<file path="src/rtl/load_store_unit.sv">
// Load/store unit: sequences byte/half/word memory accesses against a memory with a
// one-cycle registered read, doing read-modify-write for sub-word stores.
module load_store_unit (
    input  logic        clk,
    input  logic        rst,
    input  logic        req_valid,
    input  logic        req_write,
    input  logic [1:0]  req_size,
    input  logic        req_unsigned,
    input  logic [31:0] req_addr,
    input  logic [31:0] req_wdata,
    output logic        stall,
    output logic        resp_valid,
    output logic [31:0] resp_rdata,
    output logic        misaligned,
    output logic [31:0] mem_addr,
    output logic        mem_read,
    output logic        mem_write,
    output logic [31:0] mem_wdata,
    input  logic [31:0] mem_rdata
);

    typedef enum logic [2:0] {
        IDLE,
        RD,
        CAP,
        WR,
        RESP
    } state_t;

    localparam logic [1:0] SIZE_BYTE = 2'b00;
    localparam logic [1:0] SIZE_HALF = 2'b01;
    localparam logic [1:0] SIZE_WORD = 2'b10;

    state_t      state_q, state_d;
    logic [31:0] reqAddr_q, reqAddr_d;
    logic [1:0]  reqSize_q, reqSize_d;
    logic        reqUnsigned_q, reqUnsigned_d;
    logic        reqWrite_q, reqWrite_d;
    logic [31:0] reqWdata_q, reqWdata_d;
    logic        misalign_q, misalign_d;
    logic [31:0] rdata_q, rdata_d;
    logic [31:0] merge_q, merge_d;

    logic        reqMisaligned;
    logic [7:0]  laneByte;
    logic [15:0] laneHalf;
    logic [31:0] loadValue;
    logic [31:0] mergeWord;

    always_comb begin
        reqMisaligned = 1'b0;
        case (req_size)
            SIZE_BYTE: reqMisaligned = 1'b0;
            SIZE_HALF: reqMisaligned = req_addr[0];
            SIZE_WORD: reqMisaligned = (req_addr[1:0] != 2'b00);
            default:   reqMisaligned = 1'b1;
        endcase
    end

    // Lane selection and extension of the word returned by memory (little-endian).
    always_comb begin
        laneByte = 8'h00;
        case (reqAddr_q[1:0])
            2'd0:    laneByte = mem_rdata[7:0];
            2'd1:    laneByte = mem_rdata[15:8];
            2'd2:    laneByte = mem_rdata[23:16];
            default: laneByte = mem_rdata[31:24];
        endcase
        laneHalf = reqAddr_q[1] ? mem_rdata[31:16] : mem_rdata[15:0];
        loadValue = 32'h0000_0000;
        case (reqSize_q)
            SIZE_BYTE: loadValue = reqUnsigned_q ? {24'h000000, laneByte}
                                                 : {{24{laneByte[7]}}, laneByte};
            SIZE_HALF: loadValue = reqUnsigned_q ? {16'h0000, laneHalf}
                                                 : {{16{laneHalf[15]}}, laneHalf};
            SIZE_WORD: loadValue = mem_rdata;
            default:   loadValue = 32'h0000_0000;
        endcase
    end

    always_comb begin
        mergeWord = mem_rdata;
        case (reqSize_q)
            SIZE_BYTE: begin
                case (reqAddr_q[1:0])
                    2'd0:    mergeWord[7:0]   = reqWdata_q[7:0];
                    2'd1:    mergeWord[15:8]  = reqWdata_q[7:0];
                    2'd2:    mergeWord[23:16] = reqWdata_q[7:0];
                    default: mergeWord[31:24] = reqWdata_q[7:0];
                endcase
            end
            SIZE_HALF: begin
                if (reqAddr_q[1]) begin
                    mergeWord[31:16] = reqWdata_q[15:0];
                end else begin
                    mergeWord[15:0] = reqWdata_q[15:0];
                end
            end
            default: mergeWord = mem_rdata;
        endcase
    end

    always_ff @(posedge clk or posedge rst) begin
        if (rst) begin
            state_q       <= IDLE;
            reqAddr_q     <= 32'h0000_0000;
            reqSize_q     <= 2'b00;
            reqUnsigned_q <= 1'b0;
            reqWrite_q    <= 1'b0;
            reqWdata_q    <= 32'h0000_0000;
            misalign_q    <= 1'b0;
            rdata_q       <= 32'h0000_0000;
            merge_q       <= 32'h0000_0000;
        end else begin
            state_q       <= state_d;
            reqAddr_q     <= reqAddr_d;
            reqSize_q     <= reqSize_d;
            reqUnsigned_q <= reqUnsigned_d;
            reqWrite_q    <= reqWrite_d;
            reqWdata_q    <= reqWdata_d;
            misalign_q    <= misalign_d;
            rdata_q       <= rdata_d;
            merge_q       <= merge_d;
        end
    end

    // Word stores skip the read; misaligned requests complete without touching memory.
    always_comb begin
        state_d       = state_q;
        reqAddr_d     = reqAddr_q;
        reqSize_d     = reqSize_q;
        reqUnsigned_d = reqUnsigned_q;
        reqWrite_d    = reqWrite_q;
        reqWdata_d    = reqWdata_q;
        misalign_d    = misalign_q;
        rdata_d       = rdata_q;
        merge_d       = merge_q;
        case (state_q)
            IDLE: begin
                if (req_valid) begin
                    reqAddr_d     = req_addr;
                    reqSize_d     = req_size;
                    reqUnsigned_d = req_unsigned;
                    reqWrite_d    = req_write;
                    reqWdata_d    = req_wdata;
                    misalign_d    = reqMisaligned;
                    rdata_d       = 32'h0000_0000;
                    merge_d       = 32'h0000_0000;
                    if (reqMisaligned) begin
                        state_d = RESP;
                    end else if (req_write && (req_size == SIZE_WORD)) begin
                        state_d = WR;
                    end else begin
                        state_d = RD;
                    end
                end
            end
            RD: begin
                state_d = CAP;
            end
            CAP: begin
                if (reqWrite_q) begin
                    merge_d = mergeWord;
                    state_d = WR;
                end else begin
                    rdata_d = loadValue;
                    state_d = RESP;
                end
            end
            WR: begin
                state_d = RESP;
            end
            RESP: begin
                state_d = IDLE;
            end
            default: begin
                state_d = IDLE;
            end
        endcase
    end

    // Stall is gated by reset so it drops immediately even while req_valid is held.
    assign stall = ~rst & (((state_q == IDLE) & req_valid) |
                           (state_q == RD) | (state_q == CAP) | (state_q == WR));

    assign resp_valid = (state_q == RESP);
    assign misaligned = (state_q == RESP) & misalign_q;
    assign resp_rdata = rdata_q;
    assign mem_read   = (state_q == RD);
    assign mem_write  = (state_q == WR);
    assign mem_addr   = {2'b00, reqAddr_q[31:2]};
    assign mem_wdata  = (reqSize_q == SIZE_WORD) ? reqWdata_q : merge_q;

endmodule

</file>
<file path="config.mk">
export PLATFORM = sky130hd
export DESIGN_NAME = load_store_unit
export DESIGN_NICKNAME = d
export VERILOG_FILES = /design/src/rtl/load_store_unit.sv
export SDC_FILE = /design/constraint.sdc
export NUM_CORES = 1
export LEC_CHECK = 0
export ABC_CLOCK_PERIOD_IN_PS = 9600
export CORE_MARGIN = 2
export CORE_UTILIZATION = 52
export CTS_CLUSTER_SIZE = 28
export DETAILED_ROUTE_END_ITERATION = 16
export MAX_ROUTING_LAYER = met4
export PLACE_DENSITY = 0.86
export SKIP_LAST_GASP = 1
export SLEW_MARGIN = 20
export SYNTH_ARGS = -nofsm -noshare
export SYNTH_HDL_FRONTEND = slang
export SYNTH_SLANG_ARGS = --single-unit
</file>
<file path="constraint.sdc">
create_clock -name clk -period 9.6 [get_ports clk]
set_input_delay 1.44 -clock clk [delete_from_list [all_inputs] [get_ports clk]]
set_output_delay 1.44 -clock clk [all_outputs]
set_load 0.05 [all_outputs]
</file>
* Yosys cells after proc, flatten, opt, wreduce, memory -nomap -nowiden *
Cells that the tools add are included.

word-level totals
  bits in registers = 136
  input bits = 103
  output and inout bits = 101

operators by class
  equal/unequal tests = 13
  multiplexer cells = 24
  bitwise logic cells = 7
  reductions and logical operators = 11

operators with widths
  operator                                        count
  two-way mux 32 bit                              6
  one-hot mux 32 bit (2 select lines)             3
  one-hot mux 32 bit (3 select lines)             1
  two-way mux 16 bit                              3
  two-way mux 8 bit                               4
  one-hot mux 8 bit (3 select lines)              1
  one-hot mux 3 bit (4 select lines)              1
  two-way mux 3 bit                               3
  == test 2 x 1 -> 1 bit (second input constant)  3
  == test 2 bit (second input constant)           3
  == test 3 x 2 -> 1 bit (second input constant)  2
  zero test 2 bit                                 3
  != test 2 bit (second input constant)           3
  AND reduction 3 bit                             2
  nonzero test 2 bit                              2
  AND 1 bit                                       3
  == test 3 x 1 -> 1 bit (second input constant)  1
  == test 3 bit (second input constant)           1
  zero test 3 bit                                 1
  OR 1 bit                                        3
  one-hot mux 1 bit (3 select lines)              1
  OR reduction 3 bit                              1
  two-way mux 2 bit                               1
  AND reduction 2 bit                             1
  2 further kinds                                 2

* Logic depth before layout (Yosys ltp) *
  depth after elaboration = 6
  depth in mapped cells = 8
  mapped depth without buffers = 4

* Least setup slack after synthesis *
No wires, ideal clock.

  path kind = in2out
  from = in req_valid
  to = out stall
  arrival = 2.527 ns
  data required time = 8.160 ns
  slack = 5.633 ns
  stages = 2
  path through = nor3_1 nor3_1

between the ends
  word-level cells in the longest chain between the ends = 5

RTL lines
  what                   RTL line  text
  start, declared        6         input logic req_valid,
  AND 1 bit              184       assign stall = ~rst & (((state_q == IDLE) & req_valid) |
  OR 1 bit               184
  OR 1 bit (2 in a row)  185       (state_q == RD) | (state_q == CAP) | (state_q == WR));
  AND 1 bit              184
  end, declared          12        output logic stall,

No other way between the ends.

* Final worst setup path *
  from = reg reqSize_q[1]
  to = out mem_wdata[22]

between the ends
  word-level cells in the longest chain between the ends = 2

RTL lines
  what                    RTL line  text
  start, declared         37        logic [1:0] reqSize_q, reqSize_d;
  start signal, assigned  118       reqSize_q <= reqSize_d;
  == test 2 bit           193       assign mem_wdata = (reqSize_q == SIZE_WORD) ? reqWdata_q : merge_q;
  two-way mux 32 bit      193
  end, declared           19        output logic [31:0] mem_wdata,

No other way between the ends.

==> impl_metrics.env <==
export IMPL_end_kind="output pin"
export IMPL_fmax_ghz=0.211
export IMPL_fp_dieArea_mm2=0.0145
export IMPL_use_met2_pct=45.8
export IMPL_fin_setup_tns_ns=0
export IMPL_gp_congestion=0.866
export IMPL_grt_pass1_wl_um=31300
export IMPL_drv_cap=0
export IMPL_fin_worst_skew_ns=0.00463
export IMPL_vias=5695
export IMPL_power_density_mw_per_mm2=435
export IMPL_seq_power_share_pct=26.1
export IMPL_grt_pass1_vias=5772
export IMPL_top_level_ports=204
export IMPL_hold_viol=0
export IMPL_numCtsBuffers=17
export IMPL_maxSlewViolCount=0
export IMPL_hp_class="flip-flop to flip-flop"
export IMPL_ys_ff_latch=136
export IMPL_die_h_um=121
export IMPL_grt_start_max_net_pins=82
export IMPL_drtIter0Drc=542
export IMPL_use_met3_pct=6.08
export IMPL_clkTransAtPathRegs_ns=0.06
export IMPL_dp_cells=931
export IMPL_clkLatencyLatePin_ns=0.42
export IMPL_required_ns=8.16
export IMPL_dp_hpwl_um=14100
export IMPL_crit_slowest_cell="dfrtp_1"
export IMPL_slowest_delay_ns=0.89
export IMPL_min_path_cells=2
export IMPL_synth_cell_types=49
export IMPL_worstPathMaxFanout=26
export IMPL_combPwrFrac_pct=57.6
export IMPL_cts_setup_buffers=0
export IMPL_die_x_um=121
export IMPL_worst_slew_margin_rel_pct=44.4
export IMPL_htreeDepth=4
export IMPL_top_usage_layer="met2"
export IMPL_nNetsFinal=878
export IMPL_synth_warnings=0
export IMPL_grtUsageTotal_pct=29.0
export IMPL_irDropWorstVdd_uv=268
export IMPL_power_switching_mw=1.94
export IMPL_ys_flop_type="dfrtp_1"
export IMPL_syn_to_final_growth_pct=35.9
export IMPL_worst_pin_slew_ns=0.834
export IMPL_drc=0
export IMPL_dp_slack_ns=5.07
export IMPL_ant_nets=0
export IMPL_setup_viol=0
export IMPL_fin_ws_ns=4.86
export IMPL_async_flop_share_pct=100
export IMPL_instances_no_fill=963
export IMPL_clk_path_buf_depth=2
export IMPL_status="complete, no violations"
export IMPL_cts_tree="done"
export IMPL_path_cells="nor2b_4 -> buf_16 -> mux2_2 -> clkdlybuf4s50_1"
export IMPL_via_per_inst=5.91
export IMPL_synth_avg_cell_area_um2=11.4
export IMPL_synth_top_area_cell="dfrtp_1"
export IMPL_antenna_found_initial=0
export IMPL_worstPathArrival_ns=3.30
export IMPL_use_met1_pct=35.6
export IMPL_worst_r2r_path_depth=6
export IMPL_routedWlPerCell_um=20.6
export IMPL_power_switching_fraction_pct=46.5
export IMPL_grt_ovfl_total=0
export IMPL_holdBufCountCts=0
export IMPL_rows=42
export IMPL_leakage_nw=4.11
export IMPL_drive_above_1_share_pct=19.6
export IMPL_yosys_top_cells_area="dfrtp_1 48%, mux2_2 16%, mux2i_1 3.7%, buf_4 3.4%, nand2_1 3.4%"
export IMPL_ctsRootBufferMaster="clkbuf_16"
export IMPL_worst_hold_slack_ns=0.469
export IMPL_crit_path_start_kind="flip-flop"
export IMPL_power_total_mw=4.17
export IMPL_clkPwrFrac_pct=16.3
export IMPL_coreArea_mm2=0.0132
export IMPL_period_share_pct=49.4
export IMPL_clock_sinks=136
export IMPL_synth_cells=621
export IMPL_synth_top_area_share_pct=48.2
export IMPL_postCtsResizedCells=0
export IMPL_synthMostInstantiatedCell="dfrtp_1"
export IMPL_synth_edf_count=0
export IMPL_period_needed_ns=4.74
export IMPL_netlist_area_mm2=0.00706
export IMPL_numPortBuffers=201
export IMPL_critPathKind="flip-flop to output pin"
export IMPL_rsz0062_at_grt="false"
export IMPL_finalWirelength_um=19800
export IMPL_initial_core_util_pct=53.3
export IMPL_seq_area_frac_synth_pct=48.2
export IMPL_p_int_mw=2.23
export IMPL_drt_pass1_iter_count=5
export IMPL_synth_commonest_cells="136 x dfrtp_1, 100 x mux2_2, 63 x nand2_1"
export IMPL_antenna_cells=0
export IMPL_fillers=940
-- path summary, 6_finish.rpt --
kind	from	slack [ns]	end
setup reg to reg	reqSize_q[1]$_DFFE_PP0P_	7.03	resp_rdata[0]$_DFFE_PP0P_
max in group asynchronous	rst	7.04	resp_rdata[5]$_DFFE_PP0P_
setup / recovery	reqSize_q[1]$_DFFE_PP0P_	4.86	mem_wdata[22]
hold reg to reg	merge_q[8]$_DFFE_PP0P_	0.47	merge_q[8]$_DFFE_PP0P_
hold / removal	merge_q[8]$_DFFE_PP0P_	0.47	merge_q[8]$_DFFE_PP0P_
min in group asynchronous	rst	1.47	reqAddr_q[15]$_DFFE_PP0P_
-- per-layer routing --
layer  wire length (um)  up-vias
li1                   -     2548
met1               7960     2818
met2               9770      269
met3               1360       60
met4                735        0
met5                  0        -
-- stage by stage --
stage               utilization, %  area [um2]
CTS                           72.2        9560
global placement              67.6        8950
finish                        72.4        9590
global route                  72.4        9590
floorplan                        -        7060
detailed placement            67.6        8950
-- flip-flops by register name, summed over array words and instances (netlist names) --
name / count
merge_q: 32
reqAddr_q: 32
misalign_q: 1
reqWrite_q: 1
resp_rdata: 32
reqSize_q: 2
reqWdata_q: 32
reqUnsigned_q: 1
state_q: 3
-- cell usage in the layout (no fill, tap or decap), drive strengths merged, types with 3 or more instances in the layout --
master | synthesis | routed
clkdlybuf4s50 | 0 | 201
dfrtp | 136 | 136
mux2 | 107 | 107
nand2 | 63 | 63
o21ai | 41 | 41
nor2 | 28 | 28
mux2i | 26 | 26
clkbuf | 24 | 22
a221o | 16 | 16
nor2b | 12 | 12
a21oi | 11 | 11
buf | 53 | 10
o221ai | 9 | 9
o211ai | 9 | 9
nand2b | 8 | 8
a22oi | 8 | 8
a221oi | 8 | 8
o31ai | 7 | 7
mux4 | 7 | 7
a2bb2oi | 6 | 6
a21o | 6 | 6
a32o | 5 | 5
clkinv | 0 | 4
bufinv | 0 | 4
inv | 4 | 4
and2 | 3 | 3
nor3 | 3 | 3
-- final cells by class --
class / instances / area (um2) / share of cell area (%)
Sequential cell: 136 / 3400 / 35.5
Clock buffer: 22 / 464 / 4.84
Multi-Input combinational cell: 405 / 3230 / 33.6
Clock inverter: 9 / 148 / 1.54
Timing Repair Buffer: 211 / 2110 / 22.0
Inverter: 4 / 20.0 / 0.209
Tap cell: 176 / 220 / 2.30
-- power by group through the flow --
stage	registers (mW)	logic [mW]	clock network, mW
2_1_floorplan	1.17	1.65	0
3_3_place_gp	1.08	2.33	0
3_5_place_dp	1.09	2.38	0
4_1_cts	1.08	2.39	0.688
5_1_grt	1.12	2.52	0.711
6_report	1.09	2.40	0.679
-- worst max-delay path: cells and delay by family, from the launching register on --
| family | cells | cell delay, ns |
|---|---|---|
| buffers and inverters | 2 | 0.95 |
| DFF | 1 | 0.89 |
| muxes | 1 | 0.36 |
| and+or+nand+nor | 1 | 0.66 |
-- cell families (layout without fill, tap and decap cells) --
kind of cell,Yosys count,after routing,share of synthesized area (%)
buffers and inverters,81,246,6.44
multiplexers,140,140,23.0
other,1,2,0.0531
flip-flops,136,136,48.2
AO/OA/AOI/OAI,133,133,13.5
AND/OR/NAND/NOR,130,130,8.78
Power figures use the tool's default switching activity.
